**config.mk**
```make
export PLATFORM = sky130hd
export DESIGN_NAME = mem_access_unit_flat
export DESIGN_NICKNAME = d
export VERILOG_FILES = /design/src/rtl/mem_access_unit_if.sv /design/src/rtl/mem_access_unit.sv /design/src/flat_wrapper.sv
export SDC_FILE = /design/constraint.sdc
export NUM_CORES = 1
export LEC_CHECK = 0
export BUFFER_PORTS_ARGS = -buffer_cell sky130_fd_sc_hd__buf_2
export CAP_MARGIN = 20
export CORE_ASPECT_RATIO = 1.1
export CORE_MARGIN = 4
export CORE_UTILIZATION = 40
export CTS_BUF_LIST = sky130_fd_sc_hd__clkbuf_8
export DETAILED_ROUTE_END_ITERATION = 16
export PLACE_DENSITY = 0.62
export SLEW_MARGIN = 5
export SYNTH_ARGS = -nofsm -noshare
export SYNTH_HDL_FRONTEND = slang
export SYNTH_SLANG_ARGS = --single-unit
```
**constraint.sdc**
```tcl
create_clock -name clk -period 4.7 [get_ports clk]
set_input_delay 0.47 -clock clk [delete_from_list [all_inputs] [get_ports clk]]
set_output_delay 0.47 -clock clk [all_outputs]
set_load 0.03 [all_outputs]
```
**src/rtl/mem_access_unit_if.sv**
```systemverilog
// Bus bundle between the execute stage, the load/store sequencer and the data memory.
// The master side is the pipeline plus memory; the slave side is the sequencer.
interface mem_access_unit_if #(parameter int ADDR_W = 6);
  logic              req_valid;
  logic              req_ready;
  logic              req_write;
  logic [2:0]        req_func3;
  logic [ADDR_W-1:0] req_addr;
  logic [31:0]       req_wdata;
  logic              rsp_valid;
  logic [31:0]       rsp_rdata;
  logic              rsp_err;
  logic              mem_read;
  logic              mem_write;
  logic [2:0]        mem_func3;
  logic [ADDR_W-1:0] mem_addr;
  logic [31:0]       mem_wdata;
  logic [31:0]       mem_rdata;

  modport master (
    output req_valid, req_write, req_func3, req_addr, req_wdata, mem_rdata,
    input  req_ready, rsp_valid, rsp_rdata, rsp_err,
           mem_read, mem_write, mem_func3, mem_addr, mem_wdata
  );

  modport slave (
    input  req_valid, req_write, req_func3, req_addr, req_wdata, mem_rdata,
    output req_ready, rsp_valid, rsp_rdata, rsp_err,
           mem_read, mem_write, mem_func3, mem_addr, mem_wdata
  );
endinterface

```
**src/rtl/mem_access_unit.sv**
```systemverilog
// Load/store sequencer: aligned accesses pass through as one memory op, misaligned
// halfword/word accesses are split into byte ops and reassembled before the response.
module mem_access_unit #(
  parameter int ADDR_W = 6
) (
  input  logic              clk,
  input  logic              rst,
  mem_access_unit_if.slave  bus
);
  typedef enum logic [1:0] {IDLE, ACCESS, SPLIT, DONE} state_t;

  state_t            state_q, state_d;
  logic [1:0]        idx_q, idx_d;
  logic              write_q, write_d;
  logic [2:0]        func3_q, func3_d;
  logic [ADDR_W-1:0] addr_q, addr_d;
  logic [31:0]       wdata_q, wdata_d;
  logic [31:0]       data_q, data_d;
  logic              rsp_valid_q, rsp_valid_d;
  logic [31:0]       rsp_rdata_q, rsp_rdata_d;
  logic              rsp_err_q, rsp_err_d;
  logic              mem_read_q, mem_read_d;
  logic              mem_write_q, mem_write_d;
  logic [2:0]        mem_func3_q, mem_func3_d;
  logic [ADDR_W-1:0] mem_addr_q, mem_addr_d;
  logic [31:0]       mem_wdata_q, mem_wdata_d;

  logic        legal, misaligned;
  logic [1:0]  last_idx, idx_nx;
  logic [31:0] asm_data;

  function automatic logic [31:0] extend(input logic [2:0] f3, input logic [31:0] v);
    case (f3)
      3'b000:  return {{24{v[7]}}, v[7:0]};
      3'b001:  return {{16{v[15]}}, v[15:0]};
      3'b100:  return {24'h0, v[7:0]};
      3'b101:  return {16'h0, v[15:0]};
      default: return v;
    endcase
  endfunction

  always_comb begin
    if (bus.req_write) legal = (bus.req_func3 inside {3'b000, 3'b001, 3'b010});
    else               legal = (bus.req_func3 inside {3'b000, 3'b001, 3'b010, 3'b100, 3'b101});
    misaligned = (bus.req_func3[1:0] == 2'b01 && bus.req_addr[0]) ||
                 (bus.req_func3[1:0] == 2'b10 && bus.req_addr[1:0] != 2'b00);
  end

  always_comb begin
    state_d     = state_q;
    idx_d       = idx_q;
    write_d     = write_q;
    func3_d     = func3_q;
    addr_d      = addr_q;
    wdata_d     = wdata_q;
    data_d      = data_q;
    rsp_valid_d = 1'b0;
    rsp_rdata_d = '0;
    rsp_err_d   = 1'b0;
    mem_read_d  = 1'b0;
    mem_write_d = 1'b0;
    mem_func3_d = '0;
    mem_addr_d  = '0;
    mem_wdata_d = '0;
    // Load byte of the current split op dropped into its little-endian lane
    asm_data = data_q;
    asm_data[{idx_q, 3'b000} +: 8] = bus.mem_rdata[7:0];
    last_idx = func3_q[1] ? 2'd3 : 2'd1;
    idx_nx   = idx_q + 2'd1;

    case (state_q)
      IDLE: if (bus.req_valid) begin
        write_d = bus.req_write;
        func3_d = bus.req_func3;
        addr_d  = bus.req_addr;
        wdata_d = bus.req_wdata;
        idx_d   = '0;
        data_d  = '0;
        if (!legal) begin
          state_d     = DONE;
          rsp_valid_d = 1'b1;
          rsp_err_d   = 1'b1;
        end else if (misaligned) begin
          state_d     = SPLIT;
          mem_read_d  = !bus.req_write;
          mem_write_d = bus.req_write;
          mem_addr_d  = bus.req_addr;
          mem_wdata_d = {24'h0, bus.req_wdata[7:0]};
        end else begin
          state_d     = ACCESS;
          mem_read_d  = !bus.req_write;
          mem_write_d = bus.req_write;
          mem_func3_d = bus.req_func3;
          mem_addr_d  = bus.req_addr;
          mem_wdata_d = bus.req_wdata;
        end
      end
      ACCESS: begin
        state_d     = DONE;
        rsp_valid_d = 1'b1;
        rsp_rdata_d = write_q ? 32'h0 : extend(func3_q, bus.mem_rdata);
      end
      SPLIT: begin
        data_d = asm_data;
        if (idx_q == last_idx) begin
          state_d     = DONE;
          idx_d       = '0;
          rsp_valid_d = 1'b1;
          rsp_rdata_d = write_q ? 32'h0 : extend(func3_q, asm_data);
        end else begin
          // Present the next byte op now so mem_* stay registered outputs
          idx_d       = idx_nx;
          mem_read_d  = !write_q;
          mem_write_d = write_q;
          mem_addr_d  = addr_q + ADDR_W'(idx_nx);
          mem_wdata_d = {24'h0, wdata_q[{idx_nx, 3'b000} +: 8]};
        end
      end
      DONE:    state_d = IDLE;
      default: state_d = IDLE;
    endcase
  end

  always_ff @(posedge clk or posedge rst) begin
    if (rst) begin
      state_q     <= IDLE;
      idx_q       <= '0;
      write_q     <= 1'b0;
      func3_q     <= '0;
      addr_q      <= '0;
      wdata_q     <= '0;
      data_q      <= '0;
      rsp_valid_q <= 1'b0;
      rsp_rdata_q <= '0;
      rsp_err_q   <= 1'b0;
      mem_read_q  <= 1'b0;
      mem_write_q <= 1'b0;
      mem_func3_q <= '0;
      mem_addr_q  <= '0;
      mem_wdata_q <= '0;
    end else begin
      state_q     <= state_d;
      idx_q       <= idx_d;
      write_q     <= write_d;
      func3_q     <= func3_d;
      addr_q      <= addr_d;
      wdata_q     <= wdata_d;
      data_q      <= data_d;
      rsp_valid_q <= rsp_valid_d;
      rsp_rdata_q <= rsp_rdata_d;
      rsp_err_q   <= rsp_err_d;
      mem_read_q  <= mem_read_d;
      mem_write_q <= mem_write_d;
      mem_func3_q <= mem_func3_d;
      mem_addr_q  <= mem_addr_d;
      mem_wdata_q <= mem_wdata_d;
    end
  end

  assign bus.req_ready = (state_q == IDLE);
  assign bus.rsp_valid = rsp_valid_q;
  assign bus.rsp_rdata = rsp_rdata_q;
  assign bus.rsp_err   = rsp_err_q;
  assign bus.mem_read  = mem_read_q;
  assign bus.mem_write = mem_write_q;
  assign bus.mem_func3 = mem_func3_q;
  assign bus.mem_addr  = mem_addr_q;
  assign bus.mem_wdata = mem_wdata_q;
endmodule
```
**src/flat_wrapper.sv**
```systemverilog
// flat-port wrapper written by rule: the top's interface ports become plain ports
module mem_access_unit_flat 
#(
  parameter int ADDR_W = 6
)
  (clk, rst, bus_req_valid, bus_req_write, bus_req_func3, bus_req_addr, bus_req_wdata, bus_mem_rdata, bus_req_ready, bus_rsp_valid, bus_rsp_rdata, bus_rsp_err, bus_mem_read, bus_mem_write, bus_mem_func3, bus_mem_addr, bus_mem_wdata);
  mem_access_unit_if #(.ADDR_W(ADDR_W)) bus_i ();
  input  logic clk;
  input  logic rst;
  input wire logic [$bits(bus_i.req_valid)-1:0] bus_req_valid;
  input wire logic [$bits(bus_i.req_write)-1:0] bus_req_write;
  input wire logic [$bits(bus_i.req_func3)-1:0] bus_req_func3;
  input wire logic [$bits(bus_i.req_addr)-1:0] bus_req_addr;
  input wire logic [$bits(bus_i.req_wdata)-1:0] bus_req_wdata;
  input wire logic [$bits(bus_i.mem_rdata)-1:0] bus_mem_rdata;
  output wire logic [$bits(bus_i.req_ready)-1:0] bus_req_ready;
  output wire logic [$bits(bus_i.rsp_valid)-1:0] bus_rsp_valid;
  output wire logic [$bits(bus_i.rsp_rdata)-1:0] bus_rsp_rdata;
  output wire logic [$bits(bus_i.rsp_err)-1:0] bus_rsp_err;
  output wire logic [$bits(bus_i.mem_read)-1:0] bus_mem_read;
  output wire logic [$bits(bus_i.mem_write)-1:0] bus_mem_write;
  output wire logic [$bits(bus_i.mem_func3)-1:0] bus_mem_func3;
  output wire logic [$bits(bus_i.mem_addr)-1:0] bus_mem_addr;
  output wire logic [$bits(bus_i.mem_wdata)-1:0] bus_mem_wdata;
  assign bus_i.req_valid = bus_req_valid;
  assign bus_i.req_write = bus_req_write;
  assign bus_i.req_func3 = bus_req_func3;
  assign bus_i.req_addr = bus_req_addr;
  assign bus_i.req_wdata = bus_req_wdata;
  assign bus_i.mem_rdata = bus_mem_rdata;
  assign bus_req_ready = bus_i.req_ready;
  assign bus_rsp_valid = bus_i.rsp_valid;
  assign bus_rsp_rdata = bus_i.rsp_rdata;
  assign bus_rsp_err = bus_i.rsp_err;
  assign bus_mem_read = bus_i.mem_read;
  assign bus_mem_write = bus_i.mem_write;
  assign bus_mem_func3 = bus_i.mem_func3;
  assign bus_mem_addr = bus_i.mem_addr;
  assign bus_mem_wdata = bus_i.mem_wdata;
  mem_access_unit #(.ADDR_W(ADDR_W)) u_core (.clk(clk), .rst(rst), .bus(bus_i));
endmodule
```
==> flow_summary_export.csv <==
group,metric,value,unit
synth,ys_seq_area_share,56.4,%
timing,maxSlewViolCount,0,
clocking,cts_max_level,4,
timing,setup_tns,0,ns
synth,synth-edff-count,0,
die,die_width,133,um
die,rows,50,
setup_path,crit_slowest_cell,"ha_1",
finish,drive_above_1_share,26.7,%
finish,area_delta_synth_final,19.7,%
global_route,grt_max_degree,59,
synth,synth.top_cells.by_area,"dfrtp_1 56%, nand2_1 9.4%, a22oi_1 3.5%, a22o_1 2.9%, mux4_2 2.6%",
finish,num-fill-cells,1572,
synth,synth_xor_area_share,0.637,%
synth,synth_most_common_cell,"nand2_1",
die,ios,155,
flow_run,cap_viol_max_count,0,
placed_design,globalplace.congestion,0.836,
synth,ys_ff_latch,155,
global_route,grt_pass1_vias,5887,
clocking,cts_setup_buffers,0,
placed_design,dp_hpwl,13400,um
synth,synth_area,6870,um^2
synth,ys_warn_count,0,
detailed_routing,drt-total-wl,19200,um
synth,avgSynthCellArea,10.4,um^2
setup_path,cp_top_family,"compound AO/OA/AOI/OAI gates",
global_route,antenna_found_initial,0,
clocking,clock_tree.root_cell,"clkbuf_8",
global_route,grt-ovfl-total,0,
synth,synth_nets,752,
die,die_h,145,um
timing,relSlewSlack,40.2,%
die,start_util,40.5,%
placed_design,place_ws,1.25,ns
clocking,cts_resized,0,
clocking,cts_inserted_buffers,17,
clocking,hold_buffers,0,
detailed_routing,routed-via-count,5639,
synth,synth_ff_type,"dfrtp_1",
synth,async_reset_ff_share,100,%
finish,utilization,48.6,%
setup_path,cp-start-kind,"flip-flop",
power_and_ir_drop,p_per_area,637,nW/um^2
clocking,clk_pin_slew_worst_paths,0.09,ns
setup_path,max_stage_delay,0.87,ns
timing,worst_slew_pin_slew,0.897,ns
global_route,grt_pass1_wl,31000,um
timing,clock_skew,0.0106,ns
synth,synthTopCellsByCount,"173 x nand2_1, 155 x dfrtp_1, 44 x nor2_1",
synth,synthCells,662,
clocking,max-clock-path-buffers,2,
setup_path,criticalPathCategory,"reg -> reg",
clocking,insertion_delay,0.45,ns
global_route,grt_use_total,19.9,%
detailed_routing,ant_nets,0,
timing,hold_violations,0,
synth,synth_mux_area_share,3.22,%
synth,synth_compound_area_share,18.2,%
finish,nNetsFinal,895,
setup_path,required,5.04,ns
run_status,run_status,"complete, no violations",
setup_path,end_kind,"flip-flop",
timing,min_period,3.49,ns
power_and_ir_drop,vdd_drop_max,0.000346,V
synth,synthAdderAreaFrac,2.48,%
detailed_routing,wl_per_cell,18.2,um
timing,setup_violations,0,
synth,synth_top_family_by_area,"compound AO/OA/AOI/OAI gates",
synth,synthSimpleGateAreaFrac,15.3,%
setup_path,critPathArrivalTime,3.83,ns
clocking,cts_sinks,155,
synth,synth_cell_type_count,50,
setup_path,cp.buffers_inverters,2,
detailed_routing,drtIter0Drc,402,
detailed_routing,first_pass_iters,5,
min_path,hp-class,"in -> async",
synth,yosysTopAreaCellShare,56.4,%
die,die_area,19300,um^2
placed_design,port-buffer-count,154,
timing,final.setup.worst_slack,1.21,ns
setup_path,path_cells,"buf_4 > inv_1 > ha_1 > and2_1 > a311o_1 > a31oi_4 > o22ai_1",
setup_path,crit_fanout,22,
detailed_routing,route.detailed.drc,0,
synth,synth_top_area_cell,"dfrtp_1",
die,placeableCoreArea,17000,um^2
power_and_ir_drop,power_leakage,4.11,nW
timing,fmax,0.287,GHz
timing,rsz0062_at_grt,"no",
clocking,tritoncts,"done",
detailed_routing,drt-vias-per-instance,5.36,
timing,min_period_over_period,74.2,%
[per-layer routing]
metal | global-route usage, % | vias up | share of wire, %
li1 | - | 2610 | -
met1 | 24.2 | 2798 | 41
met2 | 33.7 | 201 | 50
met3 | 5.95 | 30 | 7.0
met4 | 7.12 | 0 | 1.9
met5 | 0 | - | 0
[cell families (layout without fill, tap and decap cells)]
| kind of cell | Yosys count | after routing |
|---|---|---|
| AO/OA/AOI/OAI | 169 | 169 |
| XOR/XNOR | 5 | 5 |
| adder cells (fa/ha/maj) | 13 | 13 |
| buffers and inverters | 58 | 214 |
| flip-flops | 155 | 155 |
| multiplexers | 12 | 12 |
| other | 0 | 1 |
| AND/OR/NAND/NOR | 250 | 250 |
[flip-flops by register name (all words and copies together), names as in the netlist]
name	flops
u_core.bus.mem_func3	3
u_core.wdata_q	32
u_core.state_q	2
u_core.bus.mem_write	1
u_core.bus.mem_read	1
u_core.write_q	1
u_core.bus.mem_wdata	32
u_core.bus.rsp_valid	1
u_core.addr_q	6
u_core.idx_q	2
u_core.func3_q	3
u_core.data_q	32
u_core.bus.rsp_err	1
u_core.bus.rsp_rdata	32
u_core.bus.mem_addr	6
[power breakdown]
part	internal, W	leakage, nW	switching, W	total (W)
sequential	0.00172	2.08	0.000233	0.00195
combinational	0.000774	1.84	0.00154	0.00231
clock	0.000451	0.196	0.000525	0.000976
[layout make-up]
class / count / area (um^2) / share of cell area [%]
flip-flops and latches: 155 / 3880 / 47.1
multi-input cells: 449 / 2750 / 33.4
repair buffers: 167 / 867 / 10.5
well taps: 234 / 293 / 3.56
clock buffers: 19 / 262 / 3.18
clock inverters: 13 / 119 / 1.44
inverters: 15 / 61.3 / 0.745
diodes: 1 / 2.50 / 0.0304
[per-stage QoR]
step	total power [W]	hold WS, ns	instances	cell area, um^2
2_1_floorplan	0.00364	0.440	662	6870
3_5_place_dp	0.00429	0.461	1018	7830
6_report	0.00524	0.0752	1053	8230
3_3_place_gp	0.00423	0.454	1016	7820
4_1_cts	0.00527	0.0795	1050	8210
5_1_grt	0.00558	0.101	1052	8230
[final timing paths]
path / to / depth (start not counted) / slack (ns) / start
max in group asynchronous: u_core.wdata_q[6]$_DFFE_PP0P_ / 3 / 3.59 / rst
worst min register to register: u_core.wdata_q[20]$_DFFE_PP0P_ / 2 / 0.48 / u_core.wdata_q[20]$_DFFE_PP0P_
worst max register to register: u_core.bus.rsp_rdata[27]$_DFF_PP0_ / 7 / 1.21 / u_core.idx_q[0]$_DFFE_PP0P_
worst max-delay path: u_core.bus.rsp_rdata[27]$_DFF_PP0_ / 7 / 1.21 / u_core.idx_q[0]$_DFFE_PP0P_
worst min-delay path: u_core.data_q[21]$_DFFE_PP0P_ / 2 / 0.08 / rst
min in group clk: u_core.wdata_q[21]$_DFFE_PP0P_ / 3 / 0.23 / bus_req_wdata[21]
[cells in the final DEF (no fill, tap or decap), types with 7 or more instances in the layout]
| cell type | synthesis | layout |
|---|---|---|
| a21oi_1 | 11 | 10 |
| a22o_1 | 23 | 23 |
| a22oi_1 | 32 | 31 |
| a32o_1 | 15 | 15 |
| buf_2 | 7 | 156 |
| buf_4 | 0 | 10 |
| clkbuf_8 | 0 | 19 |
| dfrtp_1 | 155 | 155 |
| ha_1 | 12 | 12 |
| inv_1 | 14 | 14 |
| mux4_2 | 8 | 8 |
| nand2_1 | 173 | 173 |
| nor2_1 | 44 | 44 |
| nor2b_1 | 7 | 7 |
| o21ai_0 | 35 | 35 |
| o22ai_1 | 21 | 21 |
| o2bb2ai_1 | 17 | 17 |
[worst register-to-register path, cell delays in order (launching register included)]
cell	delay, ns
dfrtp_1	0.33
buf_4	0.28
inv_1	0.20
ha_1	0.87
and2_1	0.26
a311o_1	0.72
a31oi_4	0.40
o22ai_1	0.32
No activity file was read; power rests on OpenSTA's default activity.
